**config.mk**
```make
export PLATFORM = sky130hd
export DESIGN_NAME = vga_timing_gen
export DESIGN_NICKNAME = d
export VERILOG_FILES = /design/src/rtl/vga_timing_gen.sv
export SDC_FILE = /design/constraint.sdc
export NUM_CORES = 1
export LEC_CHECK = 0
export CAP_MARGIN = 20
export CORE_ASPECT_RATIO = 0.9
export CORE_MARGIN = 5
export CORE_UTILIZATION = 45
export DETAILED_ROUTE_END_ITERATION = 10
export PLACE_DENSITY = 0.68
export SYNTH_ARGS = -nofsm -noshare
export SYNTH_HDL_FRONTEND = slang
export SYNTH_SLANG_ARGS = --single-unit
```
**constraint.sdc**
```tcl
create_clock -name CLOCK_50 -period 9.65 [get_ports CLOCK_50]
set_input_delay 1.93 -clock CLOCK_50 [delete_from_list [all_inputs] [get_ports CLOCK_50]]
set_output_delay 1.93 -clock CLOCK_50 [all_outputs]
set_load 0.01 [all_outputs]
```
**src/rtl/vga_timing_gen.sv**
```systemverilog
// Parametrised VGA raster timing generator: pixel-tick divider, h/v counters, registered sync/de/coords/strobes.
// Define VGA_TG_FRAMECNT_EN to build the 16-bit frame counter; otherwise frame_cnt is tied to 0.
module vga_timing_gen #(
    parameter int CLK_DIV  = 2,
    parameter int H_SYNC   = 96,
    parameter int H_BP     = 48,
    parameter int H_ACTIVE = 640,
    parameter int H_FP     = 16,
    parameter int V_SYNC   = 2,
    parameter int V_BP     = 33,
    parameter int V_ACTIVE = 480,
    parameter int V_FP     = 10,
    parameter bit HS_POL   = 1'b0,
    parameter bit VS_POL   = 1'b0,
    parameter int CW       = 16
) (
    input  logic          CLOCK_50,
    input  logic          RESET_N,
    input  logic          enable,
    output logic          pix_tick,
    output logic          hs,
    output logic          vs,
    output logic          de,
    output logic [CW-1:0] x,
    output logic [CW-1:0] y,
    output logic          line_start,
    output logic          frame_start,
    output logic [15:0]   frame_cnt
);
    localparam int H_TOTAL = H_SYNC + H_BP + H_ACTIVE + H_FP;
    localparam int V_TOTAL = V_SYNC + V_BP + V_ACTIVE + V_FP;
    localparam int DW      = (CLK_DIV > 1) ? $clog2(CLK_DIV) : 1;

    localparam logic [DW-1:0] D_LAST     = DW'(CLK_DIV - 1);
    localparam logic [CW-1:0] H_LAST     = CW'(H_TOTAL - 1);
    localparam logic [CW-1:0] V_LAST     = CW'(V_TOTAL - 1);
    localparam logic [CW-1:0] H_SYNC_END = CW'(H_SYNC);
    localparam logic [CW-1:0] V_SYNC_END = CW'(V_SYNC);
    localparam logic [CW-1:0] H_ACT_LO   = CW'(H_SYNC + H_BP);
    localparam logic [CW-1:0] H_ACT_HI   = CW'(H_SYNC + H_BP + H_ACTIVE);
    localparam logic [CW-1:0] V_ACT_LO   = CW'(V_SYNC + V_BP);
    localparam logic [CW-1:0] V_ACT_HI   = CW'(V_SYNC + V_BP + V_ACTIVE);

    logic [DW-1:0] d_q, d_d;
    logic          tick_q, tick_d;
    logic [CW-1:0] h_q, h_d, v_q, v_d;
    logic          hs_q, hs_d, vs_q, vs_d, de_q, de_d;
    logic [CW-1:0] x_q, x_d, y_q, y_d;
    logic          ls_q, ls_d, fs_q, fs_d;
    logic          adv, h_wrap, f_wrap, h_act, v_act;

    assign adv    = enable && tick_q;
    assign h_wrap = adv && (h_q == H_LAST);
    assign f_wrap = h_wrap && (v_q == V_LAST);

    // With enable low every register keeps its value; the pulse outputs are masked below.
    always_comb begin
        d_d    = d_q;
        tick_d = tick_q;
        h_d    = h_q;
        v_d    = v_q;
        ls_d   = ls_q;
        fs_d   = fs_q;
        if (enable) begin
            tick_d = (d_q == D_LAST);
            d_d    = (d_q == D_LAST) ? '0 : d_q + 1'b1;
            ls_d   = h_wrap;
            fs_d   = f_wrap;
            if (adv) begin
                h_d = h_wrap ? '0 : h_q + 1'b1;
                if (h_wrap) begin
                    v_d = f_wrap ? '0 : v_q + 1'b1;
                end
            end
        end
    end

    // Decode from the next counter values so outputs change on the same edge as (h,v).
    always_comb begin
        h_act = (h_d >= H_ACT_LO) && (h_d < H_ACT_HI);
        v_act = (v_d >= V_ACT_LO) && (v_d < V_ACT_HI);
        hs_d  = (h_d < H_SYNC_END) ? HS_POL : ~HS_POL;
        vs_d  = (v_d < V_SYNC_END) ? VS_POL : ~VS_POL;
        de_d  = h_act && v_act;
        x_d   = de_d ? h_d - H_ACT_LO : '0;
        y_d   = de_d ? v_d - V_ACT_LO : '0;
    end

    always_ff @(posedge CLOCK_50 or negedge RESET_N) begin
        if (!RESET_N) begin
            d_q    <= '0;
            tick_q <= 1'b0;
            h_q    <= H_LAST;
            v_q    <= V_LAST;
            hs_q   <= ~HS_POL;
            vs_q   <= ~VS_POL;
            de_q   <= 1'b0;
            x_q    <= '0;
            y_q    <= '0;
            ls_q   <= 1'b0;
            fs_q   <= 1'b0;
        end else begin
            d_q    <= d_d;
            tick_q <= tick_d;
            h_q    <= h_d;
            v_q    <= v_d;
            hs_q   <= hs_d;
            vs_q   <= vs_d;
            de_q   <= de_d;
            x_q    <= x_d;
            y_q    <= y_d;
            ls_q   <= ls_d;
            fs_q   <= fs_d;
        end
    end

    assign pix_tick    = tick_q && enable;
    assign line_start  = ls_q && enable;
    assign frame_start = fs_q && enable;
    assign hs          = hs_q;
    assign vs          = vs_q;
    assign de          = de_q;
    assign x           = x_q;
    assign y           = y_q;

`ifdef VGA_TG_FRAMECNT_EN
    logic [15:0] fcnt_q, fcnt_d;

    always_comb begin
        fcnt_d = f_wrap ? fcnt_q + 16'd1 : fcnt_q;
    end

    always_ff @(posedge CLOCK_50 or negedge RESET_N) begin
        if (!RESET_N) begin
            fcnt_q <= '0;
        end else begin
            fcnt_q <= fcnt_d;
        end
    end

    assign frame_cnt = fcnt_q;
`else
    assign frame_cnt = '0;
`endif

endmodule

```
==> results of run 1 <==
[cell type report]
class	count	area (um2)
Inverter	26	97.6
Multi-Input combinational cell	285	2000
Fill cell	796	3970
Clock inverter	7	72.6
Timing Repair Buffer	43	438
Tap cell	119	149
Clock buffer	9	124
Sequential cell	71	1790
[metal layers]
layer,wire length [um],part of all wire
met1,4210,0.45
met2,4530,0.48
met3,549,0.058
met4,134,0.014
met5,0,0
[critical path, delay by kind of cell]
family / cells / cell delay [ns]
simple gates: 6 / 1.32
compound gates: 3 / 1.30
buf+inv: 3 / 1.22
fa+ha+maj: 1 / 0.35
[power by group through the flow]
stage                     clock network, mW  logic [mW]  registers [mW]
after floorplan                           0      0.0649           0.341
after global placement                    0      0.0829           0.346
after detailed placement                  0      0.0838           0.347
after CTS                             0.245      0.0854           0.342
after global routing                  0.260      0.0963           0.346
final                                 0.240      0.0859           0.343
[state kept, by name (all words and copies together), names as in the netlist]
name,cells
tick_q,1
y,16
fs_q,1
de,1
vs,1
ls_q,1
hs,1
d_q,1
h_q,16
v_q,16
x,16
[placed cells by master, fill, tap and decap left out, drive strengths merged, types with 4 or more instances in the layout]
cell,instances
a21oi,11
clkdlybuf4s50,39
nor4,9
nor2,23
nand4,14
or3,4
inv,27
and2,4
a211oi,4
nand2,27
xnor2,22
o31ai,4
ha,6
conb,19
and3,9
and4,6
dfrtp,59
o21ai,11
dfstp,12
buf,4
clkbuf,9
xor2,20
nor3,33
nand3,14
[final timing paths]
| check | start | end | slack (ns) | cells after the start |
|---|---|---|---|---|
| min | d_q$_DFFE_PN0P_ | d_q$_DFFE_PN0P_ | 0.47 | 1 |
| min reg2reg | d_q$_DFFE_PN0P_ | d_q$_DFFE_PN0P_ | 0.47 | 1 |
| min in group asynchronous | RESET_N | v_q[1]$_DFF_PN0_ | 1.76 | 2 |
| max | enable | x[12]$_DFF_PN0_ | 3.73 | 13 |
| max reg2reg | v_q[0]$_DFF_PN0_ | x[12]$_DFF_PN0_ | 5.39 | 13 |
| max in group asynchronous | RESET_N | h_q[15]$_DFF_PN0_ | 7.28 | 2 |
[cells by family (layout without fill, tap and decap cells)]
| group | Yosys count | in the layout |
|---|---|---|
| AO/OA/AOI/OAI | 55 | 55 |
| XOR/XNOR | 42 | 42 |
| adder cells (fa/ha/maj) | 6 | 6 |
| buffers and inverters | 58 | 85 |
| flip-flops | 71 | 71 |
| multiplexers | 2 | 2 |
| other | 1 | 19 |
| AND/OR/NAND/NOR | 161 | 161 |
==> results.py, run 1 <==
metrics = {
    "yosys": {
        "synth_top_family_by_area": "simple AND/OR/NAND/NOR gates",
        "synthTopCellsByCount": "dfrtp_1, nand2_1, inv_1",
        "yosysSeqAreaShare": 0.444,
        "synth.most_common_cell": "dfrtp_1",
        "synth_top_area_cell": "dfrtp_1",
        "ys_warn_count": 0,
        "synthFlopType": "dfrtp_1",
        "synth_top_area_frac": 0.366,
        "muxShareOfSynthArea": 0.00527,
        "synthTopCellsByArea": "dfrtp_1, dfstp_2, nor3_2",
        "netlist_instances": 396,
        "syn_area_um2": 4040,
        "ys_seq_elements": 71,
        "synth_fa_ha_area_frac": 0.0186,
        "postSynthAreaPerCell_um2": 10.2,
        "synth_compound_area_frac": 0.0986,
        "synth_edf_count": 0,
        "synth-simple-area-share": 0.262,
        "synth.distinct_cells": 67,
        "async_reset_ff_frac": 1.00,
        "synthXorXnorAreaFrac": 0.0912,
    },
    "placed_design": {
        "dpl.hpwl_um": 6580,
        "io_buffers": 40,
        "dp_slack_ns": 3.18,
        "place.gp.congestion": 0.898,
        "postPlaceCellArea_um2": 4450,
        "placed_cells": 543,
    },
    "detailed_routing": {
        "totalWireLength_um": 9420,
        "wire_per_inst_um": 16.8,
        "firstDrtPassIters": 4,
        "antenna_left": 0,
        "post_drt_via_cell_ratio": 5.49,
        "drt_iter0_markers": 140,
        "dr_total_vias": 3072,
        "drc": 0,
    },
    "critical_path": {
        "cp_max_fo": 16,
        "crit_top_cell": "nand2_1",
        "cp.required_ns": 9.86,
        "worst_ep_arrival_time_ns": 6.14,
        "cp_cell_sequence": "clkdlybuf4s50_1 -> nand2_1 -> inv_1 -> nand2_1 -> or2_0 -> nand2_1 -> o21ai_0 -> ha_1 -> o31ai_1 -> nand4_1 -> o21ai_4 -> buf_16 -> nor3_1",
        "max_stage_delay_ns": 0.72,
        "critPathKind": "input pin to flip-flop",
        "critPathCaptureType": "flip-flop",
        "cp-start-kind": "input pin",
        "crit_path_top_delay_cell": "clkdlybuf4s50_1",
    },
    "global_routing": {
        "overflow": 0,
        "use_met2": 0.278,
        "grtUsageTotal": 0.181,
        "busiest_layer": "met2",
        "grt_pass1_vias": 3101,
        "grt_util_met3": 0.0469,
        "grt_pass1_wl_um": 15600,
        "use_met1": 0.247,
        "grt_max_degree": 72,
        "antenna_found_initial": 0,
    },
    "job": {
        "maxCapViolCount": 0,
    },
    "cells_and_area": {
        "stdcell_count": 560,
        "final_core_util": 0.541,
        "drive_gt1_frac": 0.163,
        "antennaDiodeCount": 0,
        "finalInstanceArea_um2": 4670,
        "syn2layout_area_growth_pct": 15.8,
        "nets": 445,
    },
    "sta": {
        "slew_headroom": 0.405,
        "tightest_slew_ns": 0.893,
        "holdWs_ns": 0.472,
        "drv_slew": 0,
        "worst_slack_ns": 3.73,
        "tns_ns": 0,
        "hold_viol_final": 0,
        "fmax_ghz": 0.169,
        "fin_crit_ns": 5.92,
        "rsz0062_at_grt": "no",
        "period_share": 0.614,
        "skew_ns": 0.0110,
        "setup_viol": 0,
    },
    "clock_tree": {
        "cts.sinks": 71,
        "ctsResizeCount": 0,
        "htreeDepth": 3,
        "tritoncts": "done",
        "numCtsBuffers": 9,
        "clock_latency_ns": 0.35,
        "clk_pin_slew_ns": 0.08,
        "cts_setup_buffers": 0,
        "cts.path.max_buffers": 2,
        "hold_buffers": 0,
        "cts_root_buffer": "clkbuf_8",
    },
    "power_and_ir_drop": {
        "switchingPower_uw": 197,
        "p_leak_nw": 2.06,
        "netSwitchingFraction": 0.295,
        "clockPowerShare": 0.359,
        "p_int_uw": 471,
        "power_frac_seq": 0.513,
        "p_per_area_nw_per_um2": 143,
        "combPwrFrac": 0.128,
        "p_total_uw": 668,
        "ir_drop_uv": 95.5,
    },
    "floorplanning": {
        "die_h_um": 99.8,
        "die_w_um": 110,
        "pin_count": 57,
        "start_util": 0.467,
        "die-area_um2": 11000,
        "core_area_um2": 8650,
        "num_rows": 32,
    },
    "outcome": {
        "status": "completed",
    },
    "hold_path": {
        "holdCritPathClass": "flip-flop to flip-flop",
    },
}
Note: power is estimated with default switching activity, not from simulation.
==> run 2, diff against run 1 <==
--- a/config.mk
+++ b/config.mk
@@ -10,7 +10,7 @@
 export CORE_MARGIN = 5
 export CORE_UTILIZATION = 45
 export DETAILED_ROUTE_END_ITERATION = 10
-export PLACE_DENSITY = 0.68
+export PLACE_DENSITY = 0.7
 export SYNTH_ARGS = -nofsm -noshare
 export SYNTH_HDL_FRONTEND = slang
 export SYNTH_SLANG_ARGS = --single-unit
==> constraint.sdc (replaced) <==
create_clock -name CLOCK_50 -period 5 [get_ports CLOCK_50]
set_input_delay 1 -clock CLOCK_50 [delete_from_list [all_inputs] [get_ports CLOCK_50]]
set_output_delay 1 -clock CLOCK_50 [all_outputs]
set_load 0.01 [all_outputs]
==> run 2 against run 1 <==
Clock-buffer cell count unchanged; clock power increased by 120%; setup slack got worse by 2.9 ns; critical path depth unchanged; total power increased by 100%; utilization increased by 0.56 points; sequential cell count unchanged; sequential power increased by 94%; largest cell class unchanged; global-route usage increased by 0.59 points; clock skew decreased by 0.0018 ns; die area unchanged; design area increased by 1.0%.
==> results.py, run 2 (synthesis gave the netlist of run 1 again) <==
metrics = {
    "floorplanning": {
        "die_w_um": 110,
        "die-area_um2": 11000,
        "start_util": 0.467,
        "core_area_um2": 8650,
        "num_rows": 32,
        "pin_count": 57,
        "die_h_um": 99.8,
    },
    "power_and_ir_drop": {
        "p_leak_nw": 2.08,
        "p_int_uw": 967,
        "clockPowerShare": 0.389,
        "switchingPower_uw": 394,
        "combPwrFrac": 0.122,
        "p_per_area_nw_per_um2": 288,
        "p_total_mw": 1.36,
        "power_frac_seq": 0.488,
        "netSwitchingFraction": 0.289,
        "ir_drop_uv": 222,
    },
    "cells_and_area": {
        "drive_gt1_frac": 0.173,
        "mostFrequentLayoutCells": "dfrtp_1, clkdlybuf4s50_1, nand2_1, inv_1, nor3_2",
        "final_common_cell": "dfrtp_1",
        "stdcell_count": 565,
        "antennaDiodeCount": 0,
        "nets": 450,
        "syn2layout_area_growth_pct": 17.1,
    },
    "clock_tree": {
        "clk_pin_slew_ns": 0.09,
        "tritoncts": "done",
        "htreeDepth": 3,
        "cts_root_buffer": "clkbuf_8",
        "clock_latency_ns": 0.35,
        "cts.sinks": 71,
        "cts_setup_buffers": 0,
        "ctsResizeCount": 0,
        "cts.path.max_buffers": 2,
        "hold_buffers": 0,
        "numCtsBuffers": 9,
    },
    "sta": {
        "tns_ns": 0,
        "setup_viol": 0,
        "hold_viol_final": 0,
        "period_share": 0.825,
        "holdWs_ns": 0.460,
        "fmax_ghz": 0.242,
        "slew_headroom": 0.479,
        "drv_slew": 0,
        "skew_ns": 0.00923,
        "fin_crit_ns": 4.12,
        "tightest_slew_ns": 0.771,
        "rsz0062_at_grt": "no",
        "worst_slack_ns": 0.876,
    },
    "detailed_routing": {
        "totalWireLength_um": 9550,
        "post_drt_via_cell_ratio": 5.51,
        "drt_iter0_markers": 113,
        "drc": 0,
        "antenna_left": 0,
        "dr_total_vias": 3113,
        "firstDrtPassIters": 5,
        "wire_per_inst_um": 16.9,
    },
    "global_routing": {
        "use_met2": 0.302,
        "antenna_found_initial": 0,
        "grt_max_degree": 38,
        "grt_pass1_wl_um": 16100,
        "use_met1": 0.253,
        "overflow": 0,
        "grt_pass1_vias": 3108,
        "grt_util_met3": 0.0379,
        "busiest_layer": "met2",
        "grtUsageTotal": 0.187,
    },
    "job": {
        "maxCapViolCount": 0,
    },
    "outcome": {
        "status": "completed",
    },
    "placed_design": {
        "dp_slack_ns": 0.525,
        "place.gp.congestion": 0.932,
        "placed_cells": 549,
        "io_buffers": 40,
        "dpl.hpwl_um": 7040,
    },
    "critical_path": {
        "r2r_setup_slack_ns": 1.04,
        "cp_max_fo": 15,
        "cp-start-kind": "input pin",
        "critPathKind": "input pin to flip-flop",
        "critPathCaptureType": "flip-flop",
        "cp.required_ns": 5.21,
        "worst_ep_arrival_time_ns": 4.34,
    },
    "hold_path": {
        "holdCritPathClass": "flip-flop to flip-flop",
    },
}
run 2: cell type report:
| type | instances | area [um2] |
|---|---|---|
| inverters | 26 | 97.6 |
| well taps | 119 | 149 |
| flip-flops and latches | 71 | 1790 |
| clock inverters | 7 | 104 |
| clock buffers | 9 | 124 |
| fillers | 781 | 3930 |
| repair buffers | 48 | 455 |
| multi-input cells | 285 | 2000 |
run 2: per-layer routing:
metal  part of all wire  routed length [um]  vias up
li1                   -                   -     1465
met1               0.44                4160     1529
met2               0.50                4750      102
met3              0.050                 476       17
met4              0.017                 163        0
met5                  0                   0        -
run 2: worst max-delay path: stages:
cell,delay (ns)
clkdlybuf4s50_1,0.48
nand2_1,0.19
inv_1,0.23
nand2_1,0.22
or2_0,0.31
nand2_1,0.08
o21ai_0,0.23
ha_1,0.36
o31ai_1,0.48
nand4_1,0.22
o21ai_4,0.17
buf_4,0.29
nor3_2,0.08
run 2: worst paths after layout:
check	from	to	depth (start not counted)
setup reg to reg	v_q[0]$_DFF_PN0_	y[0]$_DFF_PN0_	13
hold / removal	d_q$_DFFE_PN0P_	d_q$_DFFE_PN0P_	1
max in group asynchronous	RESET_N	v_q[9]$_DFF_PN1_	2
setup / recovery	enable	y[0]$_DFF_PN0_	13
hold reg to reg	d_q$_DFFE_PN0P_	d_q$_DFFE_PN0P_	1
min in group asynchronous	RESET_N	y[0]$_DFF_PN0_	1
run 2: power groups by stage:
| stage | Sequential [mW] | Clock (mW) | Combinational [mW] |
|---|---|---|---|
| floorplan | 0.659 | 0 | 0.125 |
| global placement | 0.671 | 0 | 0.164 |
| detailed placement | 0.673 | 0 | 0.168 |
| CTS | 0.663 | 0.545 | 0.168 |
| global route | 0.669 | 0.572 | 0.189 |
| finish | 0.665 | 0.529 | 0.167 |
run 2: metrics by stage:
step	util	cell area, um2
final	0.546	4720
after floorplan	-	4100
after global placement	0.520	4500
after detailed placement	0.520	4500
after CTS	0.546	4720
after global routing	0.546	4720
